`config.mk`:
```
export PLATFORM = sky130hd
export DESIGN_NAME = logcap_cmd_responder
export DESIGN_NICKNAME = d
export VERILOG_FILES = /design/src/rtl/logcap_cmd_responder.sv
export SDC_FILE = /design/constraint.sdc
export NUM_CORES = 1
export LEC_CHECK = 0
export ABC_AREA = 0
export BUFFER_PORTS_ARGS = -buffer_cell sky130_fd_sc_hd__buf_2
export CAP_MARGIN = 20
export CORE_MARGIN = 2
export CORE_UTILIZATION = 25
export DETAILED_ROUTE_END_ITERATION = 16
export PLACE_DENSITY = 0.52
export SLEW_MARGIN = 5
export SYNTH_ARGS = -nofsm -noshare
export SYNTH_HDL_FRONTEND = slang
export SYNTH_SLANG_ARGS = --single-unit
```
`constraint.sdc`:
```
create_clock -name clk -period 2.46 [get_ports clk]
set_input_delay 0.123 -clock clk [delete_from_list [all_inputs] [get_ports clk]]
set_output_delay 0.123 -clock clk [all_outputs]
set_load 0.01 [all_outputs]
```
`src/rtl/logcap_cmd_responder.sv`:
```
`default_nettype none
// ============================================================================
// Module      : logcap_cmd_responder
// Description : Command-side responder for LogicCaptureTop. Decodes hub
//               function codes, latches buffer/trigger configuration, pulses
//               capture-engine controls, serves trace size/data/trigger
//               sample on regOut0..7 and drives the status/ack handshake.
// Revision    : 1.0 - initial release
// ============================================================================
module logcap_cmd_responder #(
    parameter int TRACE_AW   = 16,
    parameter int RD_TIMEOUT = 64
) (
    input  logic                clk,
    input  logic                resetn,
    input  logic [7:0]          command,
    input  logic                commandStrobe,
    input  logic [7:0]          regIn0,
    input  logic [7:0]          regIn1,
    input  logic [7:0]          regIn2,
    input  logic [7:0]          regIn3,
    input  logic [7:0]          regIn4,
    input  logic [7:0]          regIn5,
    input  logic [7:0]          regIn6,
    input  logic [7:0]          regIn7,
    output logic [7:0]          regOut0,
    output logic [7:0]          regOut1,
    output logic [7:0]          regOut2,
    output logic [7:0]          regOut3,
    output logic [7:0]          regOut4,
    output logic [7:0]          regOut5,
    output logic [7:0]          regOut6,
    output logic [7:0]          regOut7,
    output logic [7:0]          status,
    input  logic                cap_idle,
    input  logic                cap_running,
    input  logic                cap_triggered,
    output logic                cap_start,
    output logic                cap_abort,
    output logic                cap_reset,
    output logic [31:0]         cfg_pre_count,
    output logic [31:0]         cfg_total_count,
    output logic [15:0]         cfg_pattern,
    output logic [15:0]         cfg_active,
    output logic [15:0]         cfg_dontcare,
    output logic [7:0]          cfg_edge_chan,
    output logic                cfg_edge_pos,
    output logic                cfg_edge_en,
    output logic                cfg_pat_en,
    input  logic [31:0]         trace_bytes,
    input  logic [15:0]         trig_sample,
    output logic                rd_en,
    output logic [TRACE_AW-1:0] rd_addr,
    input  logic [63:0]         rd_data,
    input  logic                rd_valid
);

    localparam logic [7:0] c_NOP      = 8'h00;
    localparam logic [7:0] c_START    = 8'h01;
    localparam logic [7:0] c_ABORT    = 8'h02;
    localparam logic [7:0] c_TRIG_CFG = 8'h03;
    localparam logic [7:0] c_BUF_CFG  = 8'h04;
    localparam logic [7:0] c_RD_DATA  = 8'h05;
    localparam logic [7:0] c_RD_SIZE  = 8'h06;
    localparam logic [7:0] c_RD_TRIG  = 8'h07;
    localparam logic [7:0] c_ACK      = 8'h08;
    localparam logic [7:0] c_RESET    = 8'h09;

    localparam logic [31:0] c_TOTAL_RST  = 32'd8;
    localparam logic [15:0] c_ACTIVE_RST = 16'hFFFF;

    // Timeout counter only has to reach RD_TIMEOUT-1
    localparam int c_TMO_W = $clog2(RD_TIMEOUT + 1);
    // Byte-offset comparison width: wide enough for both rd_ptr*8 and trace_bytes
    localparam int c_CW = (TRACE_AW + 3 > 32) ? TRACE_AW + 3 : 32;

    typedef enum logic [1:0] {
        S_IDLE     = 2'd0,
        S_EXEC     = 2'd1,
        S_RD_WAIT  = 2'd2,
        S_ACK_WAIT = 2'd3
    } state_t;

    state_t              r_state;
    logic [7:0]          r_cmd;
    logic [TRACE_AW-1:0] r_rdPtr;
    logic [63:0]         r_regOut;
    logic                r_ack;
    logic                r_err;
    logic [c_TMO_W-1:0]  r_tmoCnt;

    logic [31:0]   w_pre;
    logic [31:0]   w_total;
    logic          w_cfgBad;
    logic [c_CW-1:0] w_ptrBytes;
    logic          w_rdEnd;

    assign w_pre      = {regIn7, regIn6, regIn5, regIn4};
    assign w_total    = {regIn3, regIn2, regIn1, regIn0};
    assign w_cfgBad   = (w_pre > w_total) || (w_total == 32'd0);
    // Reading past the captured data is an error rather than a bus access
    assign w_ptrBytes = c_CW'({r_rdPtr, 3'b000});
    assign w_rdEnd    = w_ptrBytes >= c_CW'(trace_bytes);

    assign status  = {3'b000, r_err, r_ack, cap_triggered, cap_running, cap_idle};
    assign regOut0 = r_regOut[7:0];
    assign regOut1 = r_regOut[15:8];
    assign regOut2 = r_regOut[23:16];
    assign regOut3 = r_regOut[31:24];
    assign regOut4 = r_regOut[39:32];
    assign regOut5 = r_regOut[47:40];
    assign regOut6 = r_regOut[55:48];
    assign regOut7 = r_regOut[63:56];

    // Command FSM: decode, execute, wait for trace data, hold ack until host ACK
    always_ff @(posedge clk) begin
        if (!resetn) begin
            r_state         <= S_IDLE;
            r_cmd           <= c_NOP;
            r_rdPtr         <= '0;
            r_regOut        <= '0;
            r_ack           <= 1'b0;
            r_err           <= 1'b0;
            r_tmoCnt        <= '0;
            cap_start       <= 1'b0;
            cap_abort       <= 1'b0;
            cap_reset       <= 1'b0;
            rd_en           <= 1'b0;
            rd_addr         <= '0;
            cfg_pre_count   <= 32'd0;
            cfg_total_count <= c_TOTAL_RST;
            cfg_pattern     <= 16'd0;
            cfg_active      <= c_ACTIVE_RST;
            cfg_dontcare    <= 16'd0;
            cfg_edge_chan   <= 8'd0;
            cfg_edge_pos    <= 1'b0;
            cfg_edge_en     <= 1'b0;
            cfg_pat_en      <= 1'b0;
        end else begin
            cap_start <= 1'b0;
            cap_abort <= 1'b0;
            cap_reset <= 1'b0;
            rd_en     <= 1'b0;
            case (r_state)
                S_IDLE: begin
                    // NOP and a stray ACK are swallowed without a response
                    if (commandStrobe && command != c_NOP && command != c_ACK) begin
                        r_cmd   <= command;
                        r_state <= S_EXEC;
                    end
                end
                S_EXEC: begin
                    r_ack   <= 1'b1;
                    r_state <= S_ACK_WAIT;
                    case (r_cmd)
                        c_START: begin
                            r_rdPtr <= '0;
                            if (cap_idle) cap_start <= 1'b1;
                            else          r_err     <= 1'b1;
                        end
                        c_ABORT: cap_abort <= 1'b1;
                        c_BUF_CFG: begin
                            if (w_cfgBad) begin
                                r_err <= 1'b1;
                            end else begin
                                cfg_pre_count   <= w_pre;
                                cfg_total_count <= w_total;
                            end
                        end
                        c_TRIG_CFG: begin
                            cfg_pattern   <= {regIn1, regIn0};
                            cfg_active    <= {regIn3, regIn2};
                            cfg_dontcare  <= {regIn5, regIn4};
                            cfg_edge_chan <= regIn6;
                            {cfg_edge_pos, cfg_edge_en, cfg_pat_en} <= regIn7[2:0];
                        end
                        c_RD_SIZE: begin
                            r_regOut <= {32'd0, trace_bytes};
                            r_rdPtr  <= '0;
                        end
                        c_RD_TRIG: r_regOut <= {48'd0, trig_sample};
                        c_RD_DATA: begin
                            if (w_rdEnd) begin
                                r_regOut <= '0;
                                r_err    <= 1'b1;
                            end else begin
                                // Ack is deferred until the trace word arrives
                                rd_en    <= 1'b1;
                                rd_addr  <= r_rdPtr;
                                r_ack    <= 1'b0;
                                r_tmoCnt <= '0;
                                r_state  <= S_RD_WAIT;
                            end
                        end
                        c_RESET: begin
                            cap_reset       <= 1'b1;
                            r_rdPtr         <= '0;
                            cfg_pre_count   <= 32'd0;
                            cfg_total_count <= c_TOTAL_RST;
                            cfg_pattern     <= 16'd0;
                            cfg_active      <= c_ACTIVE_RST;
                            cfg_dontcare    <= 16'd0;
                            cfg_edge_chan   <= 8'd0;
                            cfg_edge_pos    <= 1'b0;
                            cfg_edge_en     <= 1'b0;
                            cfg_pat_en      <= 1'b0;
                        end
                        default: r_err <= 1'b1;
                    endcase
                end
                S_RD_WAIT: begin
                    if (rd_valid) begin
                        r_regOut <= rd_data;
                        r_rdPtr  <= r_rdPtr + TRACE_AW'(1);
                        r_ack    <= 1'b1;
                        r_state  <= S_ACK_WAIT;
                    end else if (r_tmoCnt == c_TMO_W'(RD_TIMEOUT - 1)) begin
                        // Give up: report error, leave regOut as it was
                        r_err   <= 1'b1;
                        r_ack   <= 1'b1;
                        r_state <= S_ACK_WAIT;
                    end else begin
                        r_tmoCnt <= r_tmoCnt + c_TMO_W'(1);
                    end
                end
                S_ACK_WAIT: begin
                    if (commandStrobe && command == c_ACK) begin
                        r_ack   <= 1'b0;
                        r_err   <= 1'b0;
                        r_state <= S_IDLE;
                    end
                end
                default: r_state <= S_IDLE;
            endcase
        end
    end

endmodule
`default_nettype wire

```
==> results.cfg <==
[logic_synthesis]
avgSynthCellArea_um2 = 8.355
synth-seq-cells = 242
ys.flop_type = dfxtp_1
synth_warnings = 0
yosys.area.top_type_share_pct = 42.64
ys_types = 58
synth_edf_count = 0
synthCells = 1360
seq_area_frac_synth_pct = 42.64
synth_area_leaders = dfxtp_1 43%, ha_1 6.1%, nand3_1 5.8%
synth_top_area_cell = dfxtp_1
synth_area_um2 = 11360
async_flop_share_pct = 0

[finish]
post-route-util_pct = 39.58
layout_commonest_cell = buf_2
area_growth_pct = 57.06
nNetsFinal = 2204
drive_above_1_share_pct = 32.12
design_area_um2 = 17850
layout_common_cells = 395 x buf_2, 240 x dfxtp_1, 157 x dlygate4sd3_1, 147 x nor2_1, 131 x nand3_1
n_fill_cell = 4573

[routing]
postRouteAntennaNets = 0
wire_per_inst_um = 17.69
vias = 12311
routed_wl_um = 45590
drt_iter0_drc = 637
via_per_inst = 4.775
firstDrtPassIters = 6
drc = 0

[timing]
fin_crit_sh_pct = 105.3
final.setup.tns_ns = -5.317
maxSlewViolCount = 0
relSlewSlack_pct = 49.71
setup_slack_ns = -0.1304
setup_viol = 94
worstMarginPinSlew_ns = 0.7543
fmax_ghz = 0.3860
hold_viol = 1
layout_min_cycle_time_ns = 2.590
holdWs_ns = -0.01905
rsz0062_at_grt = yes
clock_skew_ns = 0.008836

[run]
drv_cap = 0

[pwr]
power_frac_comb_pct = 25.6
swShare_pct = 30.84
p_leak_nw = 8.298
ir_drop_v = 0.0005267
seqPwrFrac_pct = 35.8
finalPower_mw = 11.68
pwr_density_cell_nw_per_um2 = 654.7
pwr-share-clk_pct = 38.5
intPower_mw = 8.080
switchingPower_mw = 3.604

[global_routing]
grt_pass1_wl_um = 67300
grt_usage_pct = 17.77
overflow = 0
grt_pass1_vias = 12067
antenna_found_initial = 1
grt_max_degree = 164

[status]
status = complete, but fails checks
violations = hold timing, setup timing

[hold_path]
whs_path_depth = 4
hold_start = regIn1[2]
min_path_type = in2reg
holdPathEnd = cfg_pattern[10]

[worst_setup_path]
critical_path_class = in2reg
cp_max_fo = 19
endpoint_kind = flop
reg2reg_depth = 9
rrSetupSlack_ns = -0.08
start_kind = input port
worstPathArrival_ns = 3.04
crit_required_ns = 2.91
timing.rr.end = cfg_total_count[1]
r2r_start = r_cmd[4]

[clock_tree]
clock_path_buffers = 3
clk_latency_ns = 0.56
cts_tree = yes
clock-sinks = 242
clkSlewWorstSetupHoldPaths_ns = 0.06
root_buffer = clkbuf_16
cts_made_buffers = 30
cts.htree.levels = 1

[die]
io_pins = 406
die_x_um = 217.2
die_area_um2 = 47170
rows = 78
initial_core_util_pct = 25.20
fp.dieH_um = 217.2
core_area_um2 = 45090

[place]
placed_cell_area_um2 = 14620
post-place-ws_ns = -0.2680
port_buffers = 398
gp_congestion = 0.8693
place_hpwl_um = 31340
## how the worst max path moves through the flow
stage,endpoint,startpoint
6_report,cfg_total_count[1],regIn3[2]
5_1_grt,cfg_total_count[1],r_cmd[4]
4_1_cts,cfg_total_count[2],r_cmd[7]
3_5_place_dp,r_err,regIn1[7]
3_3_place_gp,r_err,regIn1[7]
2_1_floorplan,r_regOut[24],r_rdPtr[0]
## through the flow
stage / hold slack, ns / cells
2_1_floorplan: 0.2422 / 1362
3_3_place_gp: 0.2461 / 2353
3_5_place_dp: 0.2461 / 2353
4_1_cts: 0.00004735 / 2563
5_1_grt: 0.0006831 / 2577
6_report: -0.01905 / 2578
## final cells by class
type                       count  area [µm²]  share of cell area (%)
clock buffer                  43       900.9                   5.048
sequential                   242        4847                   27.16
timing repair buffer         677        4776                   26.76
multi-input combinational    948        6243                   34.99
antenna                        1       2.502                 0.01402
inverter                      59       224.0                   1.255
clock inverter                 8       101.3                  0.5679
tap                          600       750.7                   4.207
## per-layer routing
metal	vias up	global-route usage (%)	part of all wire [%]
li1	6004	-	-
met1	5814	22.52	44
met2	396	29.38	46
met3	95	4.011	6.5
met4	2	6.644	3.6
met5	-	0	0.035
## synth_stat cells (43+ instances only)
master / number
inv_1: 58
nand3_1: 132
nor2_1: 148
and3_1: 51
a22oi_1: 43
clkbuf_1: 83
a21oi_1: 79
nand2_1: 96
o21ai_0: 51
ha_1: 55
mux2i_1: 52
dfxtp_1: 242
## registers in the layout, indices dropped and copies added, names as in the netlist
name / flops
cfg_pre_count: 32
cfg_edge_chan: 8
r_cmd: 8
cap_reset: 1
r_rdPtr: 16
cfg_edge_pos: 1
r_ack: 1
r_regOut: 64
rd_en: 1
r_tmoCnt: 7
cfg_total_count: 32
cap_start: 1
rd_addr: 16
cfg_active: 16
cap_abort: 1
cfg_pat_en: 1
r_state: 2
cfg_pattern: 16
cfg_dontcare: 16
r_err: 1
cfg_edge_en: 1
## kinds of logic after synthesis
family	share of synthesized area [%]
simple gates	22.71
compound gates	16.82
flops	42.64
buf+inv	6.321
fa+ha+maj	6.057
mux	4.581
xor+xnor	0.8480
other cells	0.03300
## power by group through the flow
stage	sequential, mW	combinational (mW)	clock, mW
after detailed placement	4.27	2.50	0
after global placement	4.26	2.47	0
final	4.19	3.00	4.50
after floorplan	4.29	1.45	0
after global routing	4.21	3.27	4.84
after CTS	4.19	2.78	4.67
## repair_timing
action                     4_1_cts  5_1_grt
resized for setup               14       60
hold buffers                   156        4
setup endpoints to repair      155      157
buffers inserted                 3        4
hold endpoints to repair       181        4
cloned                           0       11
pin swaps                        4       14
## critical path: stages
cell	delay, ns
dlygate4sd3_1	0.51
buf_2	0.18
inv_1	0.08
ha_1	0.32
nand4_1	0.19
nor3_2	0.07
a221o_1	0.36
a2111oi_4	0.34
buf_4	0.20
a21oi_4	0.13
buf_12	0.19
and3_1	0.17
o21a_1	0.16
(Power assumes the default switching activity.)
